File: src/rtl/cmp_pkg.sv
// Shared types and constants for the comparator result monitor.
package cmp_pkg;

    typedef enum logic [1:0] {
        NORMAL   = 2'd0,
        ARMING   = 2'd1,
        ALARM    = 2'd2,
        CLEARING = 2'd3
    } state_t;

    localparam int RUN_W = 8;

    // Bit positions follow the comparator's y0/y1/y2 output ordering.
    localparam int GT = 0;
    localparam int EQ = 1;
    localparam int LT = 2;

endpackage

File: src/rtl/sat_counter.sv
// Up-counter that holds at all-ones instead of wrapping; clr has priority.
module sat_counter #(
    parameter int CNT_W = 8
) (
    input  logic             clk,
    input  logic             rst_n,
    input  logic             inc,
    input  logic             clr,
    output logic [CNT_W-1:0] cnt
);

    always_ff @(posedge clk or negedge rst_n) begin
        if (!rst_n) begin
            cnt <= '0;
        end else if (clr) begin
            cnt <= '0;
        end else if (inc && (cnt != '1)) begin
            cnt <= cnt + CNT_W'(1);
        end
    end

endmodule

File: src/rtl/cmp_result_monitor.sv
// Counts one-hot comparator results, flags non-one-hot samples and raises a
// hysteretic alarm on runs of a>b results.
//
// state    | meaning
// ---------+--------------------------------------------------------------
// NORMAL   | no alarm, no a>b run in progress
// ARMING   | counting consecutive a>b samples toward TRIP_LEN
// ALARM    | alarm asserted, a>b still being seen
// CLEARING | alarm asserted, counting non-a>b samples toward CLEAR_LEN
module cmp_result_monitor
    import cmp_pkg::*;
#(
    parameter int CNT_W     = 8,
    parameter int TRIP_LEN  = 4,
    parameter int CLEAR_LEN = 4
) (
    input  logic             clk,
    input  logic             rst_n,
    input  logic             in_valid,
    input  logic             in_gt,
    input  logic             in_eq,
    input  logic             in_lt,
    input  logic             clr,
    output logic             alarm,
    output logic             alarm_rise,
    output logic             err,
    output logic [CNT_W-1:0] gt_cnt,
    output logic [CNT_W-1:0] eq_cnt,
    output logic [CNT_W-1:0] lt_cnt,
    output logic [7:0]       run_len
);

    state_t          state;
    logic [2:0]      flags;
    logic            one_hot;
    logic            accept;
    logic            bad;
    logic [RUN_W-1:0] run_nxt;

    always_comb begin
        flags          = 3'b000;
        flags[GT]      = in_gt;
        flags[EQ]      = in_eq;
        flags[LT]      = in_lt;
        one_hot        = (flags == 3'b001) || (flags == 3'b010) || (flags == 3'b100);
        accept         = in_valid && one_hot && !clr;
        bad            = in_valid && !one_hot;
        run_nxt        = run_len + RUN_W'(1);
    end

    sat_counter #(.CNT_W(CNT_W)) u_gt_cnt (
        .clk(clk), .rst_n(rst_n), .inc(accept && flags[GT]), .clr(clr), .cnt(gt_cnt)
    );
    sat_counter #(.CNT_W(CNT_W)) u_eq_cnt (
        .clk(clk), .rst_n(rst_n), .inc(accept && flags[EQ]), .clr(clr), .cnt(eq_cnt)
    );
    sat_counter #(.CNT_W(CNT_W)) u_lt_cnt (
        .clk(clk), .rst_n(rst_n), .inc(accept && flags[LT]), .clr(clr), .cnt(lt_cnt)
    );

    always_ff @(posedge clk or negedge rst_n) begin
        if (!rst_n) begin
            state      <= NORMAL;
            run_len    <= '0;
            alarm      <= 1'b0;
            alarm_rise <= 1'b0;
            err        <= 1'b0;
        end else if (clr) begin
            state      <= NORMAL;
            run_len    <= '0;
            alarm      <= 1'b0;
            alarm_rise <= 1'b0;
            err        <= 1'b0;
        end else begin
            alarm_rise <= 1'b0;
            if (bad) begin
                err <= 1'b1;
            end
            if (accept) begin
                case (state)
                    NORMAL: begin
                        if (flags[GT]) begin
                            if (TRIP_LEN == 1) begin
                                state      <= ALARM;
                                run_len    <= '0;
                                alarm      <= 1'b1;
                                alarm_rise <= 1'b1;
                            end else begin
                                state   <= ARMING;
                                run_len <= RUN_W'(1);
                            end
                        end
                    end
                    ARMING: begin
                        if (!flags[GT]) begin
                            state   <= NORMAL;
                            run_len <= '0;
                        end else if (run_nxt == RUN_W'(TRIP_LEN)) begin
                            state      <= ALARM;
                            run_len    <= '0;
                            alarm      <= 1'b1;
                            alarm_rise <= 1'b1;
                        end else begin
                            run_len <= run_nxt;
                        end
                    end
                    ALARM: begin
                        if (!flags[GT]) begin
                            if (CLEAR_LEN == 1) begin
                                state   <= NORMAL;
                                run_len <= '0;
                                alarm   <= 1'b0;
                            end else begin
                                state   <= CLEARING;
                                run_len <= RUN_W'(1);
                            end
                        end
                    end
                    CLEARING: begin
                        // A single a>b sample re-arms the alarm without a new rise pulse.
                        if (flags[GT]) begin
                            state   <= ALARM;
                            run_len <= '0;
                        end else if (run_nxt == RUN_W'(CLEAR_LEN)) begin
                            state   <= NORMAL;
                            run_len <= '0;
                            alarm   <= 1'b0;
                        end else begin
                            run_len <= run_nxt;
                        end
                    end
                    default: begin
                        state   <= NORMAL;
                        run_len <= '0;
                        alarm   <= 1'b0;
                    end
                endcase
            end
        end
    end

endmodule

File: config.mk
export PLATFORM = sky130hd
export DESIGN_NAME = cmp_result_monitor
export DESIGN_NICKNAME = d
export VERILOG_FILES = /design/src/rtl/cmp_pkg.sv /design/src/rtl/sat_counter.sv /design/src/rtl/cmp_result_monitor.sv
export SDC_FILE = /design/constraint.sdc
export NUM_CORES = 1
export LEC_CHECK = 0
export ABC_AREA = 1
export BUFFER_PORTS_ARGS = -buffer_cell sky130_fd_sc_hd__buf_2
export CAP_MARGIN = 10
export CORE_MARGIN = 2
export CORE_UTILIZATION = 55
export CTS_CLUSTER_SIZE = 24
export DETAILED_ROUTE_END_ITERATION = 10
export GPL_TIMING_DRIVEN = 0
export PLACE_DENSITY = 0.79
export SLEW_MARGIN = 15
export SYNTH_ARGS = -nofsm -noshare
export SYNTH_HDL_FRONTEND = slang
export SYNTH_SLANG_ARGS = --single-unit
export TNS_END_PERCENT = 50
File: constraint.sdc
create_clock -name clk -period 2.89 [get_ports clk]
set_input_delay 0.4335 -clock clk [delete_from_list [all_inputs] [get_ports clk]]
set_output_delay 0.4335 -clock clk [all_outputs]
set_load 0.05 [all_outputs]
==> results of run 1 <==
per-stage QoR:
stage	area, um^2	util, %	hold slack, ps	std cells	power, W
2_1_floorplan	2270	-	138	297	0.000727
3_3_place_gp	2540	63.4	530	387	0.000778
3_5_place_dp	2540	63.4	534	387	0.000784
4_1_cts	2620	65.5	269	395	0.00114
5_1_grt	2620	65.5	310	395	0.00118
6_report	2620	65.5	242	395	0.00113
cells in the mapped netlist (all sizes together):
master  instances  area share [%]
ha              5             2.8
o22ai           1            0.55
nor3           11             2.4
mux2i           1            0.44
clkbuf          1            0.16
xor2           12             4.6
clkinv          1            0.16
dfrtp          37              41
nand3          36             8.7
a31oi           1            0.28
nand4          10             2.8
nand2          70              13
o21ai          25             6.2
o31ai           3            0.99
a21oi           5             1.1
buf             5             1.5
nor2           28             6.2
nand3b          1            0.33
inv            44             7.4
report_power, final:
part / switching (W) / internal, W / total, W
registers: 0.0000184 / 0.000536 / 0.000555
logic: 0.000158 / 0.0000622 / 0.000220
clock network: 0.000191 / 0.000167 / 0.000358
path summary, 6_finish.rpt:
path,endpoint,from,depth (start not counted),slack [ps]
max in group asynchronous,u_eq_cnt.cnt[6]$_DFFE_PN0P_,rst_n,1,2110
min in group clk,err$_DFFE_PN0P_,in_valid,3,450
worst min register to register,err$_DFFE_PN0P_,err$_DFFE_PN0P_,2,540
worst min-delay path,u_eq_cnt.cnt[2]$_DFFE_PN0P_,rst_n,1,240
worst max register to register,state[0]$_DFFE_PN0P_,run_len[0]$_DFFE_PN0P_,12,1050
worst max-delay path,state[0]$_DFFE_PN0P_,run_len[0]$_DFFE_PN0P_,12,1050
registers in the layout, indices dropped and copies added (netlist names):
signal,flops
state,2
u_gt_cnt.cnt,8
err,1
u_eq_cnt.cnt,8
run_len,8
alarm,1
u_lt_cnt.cnt,8
alarm_rise,1
cell families after synthesis:
logic type,Yosys count,synth area share (%)
AO/OA/AOI/OAI,35,9.08
buffers and inverters,51,9.19
XOR/XNOR,12,4.62
multiplexers,1,0.440
AND/OR/NAND/NOR,156,33.2
adder cells (fa/ha/maj),5,2.75
flip-flops,37,40.7
worst max-delay path, cell delays in order (launching register included):
cell and delay, ps:
dfrtp_1 450, ha_1 270, nand2_1 90, inv_1 90, nand3_1 80, nand2_1 60, nand2_1 70, nor2_1 160
nand2_1 140, nand2_1 120, nand2_1 80, nand2_1 60, nand2_1 50
routing by layer:
layer | track usage (%) | wire length [um] | vias up
li1 | - | - | 1058
met1 | 30.1 | 2280 | 971
met2 | 38.8 | 2340 | 52
met3 | 5.59 | 244 | 5
met4 | 6.75 | 47 | 0
met5 | 0 | 0 | -
final cells by class:
| class | count | area [um^2] |
|---|---|---|
| Inverter | 45 | 171 |
| Multi-Input combinational cell | 209 | 1140 |
| Clock inverter | 2 | 10.0 |
| Fill cell | 343 | 1380 |
| Tap cell | 50 | 62.6 |
| Sequential cell | 37 | 926 |
| Clock buffer | 6 | 72.6 |
| Timing Repair Buffer | 40 | 200 |
| Buffer | 6 | 37.5 |
==> impl_results.md, run 1 <==
* First-pass GRT wire length at around 8200 um
* Die ar. at 0.00466 mm^2
* Power per cell area at roughly 430 mW/mm^2
* Hold_buf cts at 0
* Starting Density at 56.8%
* Sequential-to-total area share from yosys stat at 40.7%
* Final wirelength at 4910 um
* Tot GR Track Use at approximately a quarter
* Clock skew at around 8.6 ps
* Post-synth cell types at 31
* YS warnings at 0
* Startpoint types: flop
* Die height at 68.3 um
* Clock Tree Buf Depth at 2
* Post-CTS Setup Inserts at 0
* Wire per inst at 12.4 um
* VDD IR max at 0.418 mV
* DRC viols at 0
* Top-level port count at 42
* Number of synthesized register bits at 37
* CTS Root Cell: clkbuf_8
* Vias in the first global route at 1,869
* PnR worst setup slack at between 1000 and 1500 ps
* GRT overflow at 0
* CP Capture Type: flop
* FMAX at between 500 and 600 MHz
* Nets at 356
* Setup_tns at 0 ps
* Crit Path Category: flop to flop
* Iter 0 DRT Violations at 140
* Synthesized net count at 309
* Number of port buffers at 40
* Synth-to-layout area growth at 15.2%
* Clk Latency, worst-skew pair at between 200 and 300 ps
* Slew at the pin with the worst max-slew slack at 842 ps
* Final Max Tran Viols at 0
* Share of cells above drive strength 1 at 20.6%
* Num Clock Sinks at 37
* Cells after Synth at ~300
* Critical path arrival at 2020 ps
* Avg Cell Area, Syn at 7.65 um^2
* CTS H-tree depth at 2
* Via count at 2,086
* Initial antenna violation count at 0
* Worst EP required at 3080 ps
* DR pass1 iterations at 4
* Slew headroom at a little over two fifths
* Synthesized area at roughly 0.0023 mm^2
* CTS tree: yes
* Lkg Pwr at 1.36 nW
* Hold crit path type: primary input to asynchronous set/reset pin
* Most frequent cells in the layout: nand2_1, inv_1, buf_2
* CORE AREA at 0.00400 mm^2
* CTS Buf Count at 5
* Fin crit share at a little under two thirds
* Outcome: completed
* DP HPWL at approximately 3600 um
* Largest net degree at the start of global routing at 38
* RSZ-0062 raised after global routing: false
* Worst Path Max Fanout at 7
* Die X at a little under 70 um
* Post_cts resized at 0
* Post-DRT Antenna Nets at 0
* FP Rows at 23
* # diodes at 0
* Vias per cell at 5.28
* Pre-CTS WS at 1080 ps
* Clock-pin slew on the worst setup and hold paths at 80 ps
* Commonest non-fill, non-tap cell in the layout: nand2_1
* Max_cap viols at 0
* Final setup viols at 0
* GPL Wtd Cong at about 0.83
* Tmin final at 1840 ps
* Hold Vio Cnt, Final at 0
Power figures use the tool's default switching activity.
==> run 2: changes to the inputs <==
--- a/config.mk
+++ b/config.mk
@@ -9,11 +9,11 @@
 export BUFFER_PORTS_ARGS = -buffer_cell sky130_fd_sc_hd__buf_2
 export CAP_MARGIN = 10
 export CORE_MARGIN = 2
-export CORE_UTILIZATION = 55
+export CORE_UTILIZATION = 50
 export CTS_CLUSTER_SIZE = 24
 export DETAILED_ROUTE_END_ITERATION = 10
 export GPL_TIMING_DRIVEN = 0
-export PLACE_DENSITY = 0.79
+export PLACE_DENSITY = 0.76
 export SLEW_MARGIN = 15
 export SYNTH_ARGS = -nofsm -noshare
 export SYNTH_HDL_FRONTEND = slang
==> constraint.sdc (replaced) <==
create_clock -name clk -period 1.54 [get_ports clk]
set_input_delay 0.231 -clock clk [delete_from_list [all_inputs] [get_ports clk]]
set_output_delay 0.231 -clock clk [all_outputs]
set_load 0.05 [all_outputs]
==> impl_results.md, run 2 (synthesis results as in run 1) <==
* Final setup viols at 5
* Pre-CTS WS at -97.1 ps
* Wire per inst at 13.0 um
* DP HPWL at ~3600 um
* Num Clock Sinks at 37
* Die ar. at 0.00510 mm^2
* CTS Root Cell: clkbuf_8
* GRT overflow at 0
* Clock-pin slew on the worst setup and hold paths at approximately 70 ps
* Hold Vio Cnt, Final at 0
* Initial antenna violation count at 0
* Lkg Pwr at 1.41 nW
* Starting Density at a little over half
* RSZ-0062 raised after global routing: true
* DR pass1 iterations at 4
* Vias per cell at 5.25
* PnR worst setup slack at -86.4 ps
* Top-level port count at 42
* Global routing usage on met2 at 36.2%
* Slew at the pin with the worst max-slew slack at approximately 840 ps
* FP Rows at 24
* Worst EP required at 1720 ps
* CP Capture Type: flop
* Via count at roughly 2,100
* Grt met1 use at a little over a quarter
* # diodes at 0
* VDD IR max at 0.457 mV
* Tot GR Track Use at 21.6%
* Final Max Tran Viols at 0
* Vias in the first global route at 2,028
* Fin crit share at 106%
* Post-DRT Antenna Nets at 0
* Commonest non-fill, non-tap cell in the layout: nand2_1
* Met3 Track Usage GR at 4.22%
* Total power at 0.00220 W
* First-pass GRT wire length at between 8000 and 9000 um
* Iter 0 DRT Violations at between 80 and 90
* Worst Path Max Fanout at 4
* Fillcell total at 353
* Critical path arrival at 1800 ps
* Nets at approximately 370
* GPL Wtd Cong at 0.909
* CTS Buf Count at 5
* Placed Instances at 389
* Synth-to-layout area growth at 28.4%
* Layer with the highest usage: met2
* Crit Path Category: flop to flop
* Most frequent cells in the layout: nand2_1, buf_2, inv_1
* CTS tree: yes
* Hold crit path type: primary input to asynchronous set/reset pin
* Startpoint types: flop
* Die height at between 70 and 80 um
* FMAX at 615 MHz
* Hold_buf cts at 0
* Multi-input logic area at 0.00133 mm^2
* Reg area at 948 um^2
* Finished Core Util at 67.0%
* Clock skew at 6.82 ps
* Tmin final at 1630 ps
* Share of cells above drive strength 1 at about two fifths
* Outcome: finished, violations left
* DRC viols at 0
* Max_cap viols at 0
* Slew headroom at 44.0%
* Clock Tree Buf Depth at 2
* Setup_tns at -295 ps
* Die X at 71.4 um
* Number of port buffers at 40
* Power per cell area at 755 mW/mm^2
* CORE AREA at roughly 0.0044 mm^2
* Final std cells w/o fill at 407
* Clk Latency, worst-skew pair at 290 ps
* Final wirelength at 5290 um
* CTS H-tree depth at 2
* Failing checks: setup timing
* Largest net degree at the start of global routing at 38
## run 2: power by group
part	internal (W)	switching, W	leakage (nW)
Combinational	0.000159	0.000336	0.885
Sequential	0.00101	0.0000394	0.483
Clock	0.000314	0.000346	0.0450
## run 2: area by class of cell
cell class,instances,area share (%)
Clock buffer,6,2.49
Inverter,45,5.96
Timing Repair Buffer,50,9.69
Sequential cell,37,32.5
Multi-Input combinational cell,209,45.5
Tap cell,52,2.23
Buffer,6,1.29
Clock inverter,2,0.343
## run 2: final timing paths
path | start | to | slack [ps] | depth (start not counted)
min in group clk | in_valid | err$_DFFE_PN0P_ | 250 | 3
worst max-delay path | run_len[0]$_DFFE_PN0P_ | state[1]$_DFFE_PN0P_ | -90 | 11
worst min register to register | err$_DFFE_PN0P_ | err$_DFFE_PN0P_ | 520 | 2
max in group asynchronous | rst_n | run_len[1]$_DFFE_PN0P_ | 910 | 1
worst min-delay path | rst_n | u_gt_cnt.cnt[6]$_DFFE_PN0P_ | 50 | 1
worst max register to register | run_len[0]$_DFFE_PN0P_ | state[1]$_DFFE_PN0P_ | -90 | 11
## run 2: what timing repair did
| item | in CTS | in global routing |
|---|---|---|
| resized for setup | 5 | 44 |
| endpoints found under the setup margin | 14 | 23 |
| setup buffers | 6 | 4 |
| pin swaps | 11 | 14 |
## run 2: through the flow
stage	hold slack, ps	area [um^2]
floorplan	-64.6	2330
global placement	376	2600
detailed placement	386	2600
CTS	71.3	2740
global route	102	2920
finish	45.3	2920
## run 2: metal layers
metal	up-vias	part of all wire, %
met5	-	0
met4	0	2.6
met3	11	3.6
met2	44	51
met1	998	43
li1	1083	-
## run 2: critical path: stages, from the launching register on
cell and delay, ps:
dfrtp_2 450, ha_4 190, nand2_4 90, nand2_2 80
nor2_2 140, nand3_2 110, nor2_4 130, nand2_4 90
nand2_4 80, nand2_4 50, nand2_2 50, nand2_1 50
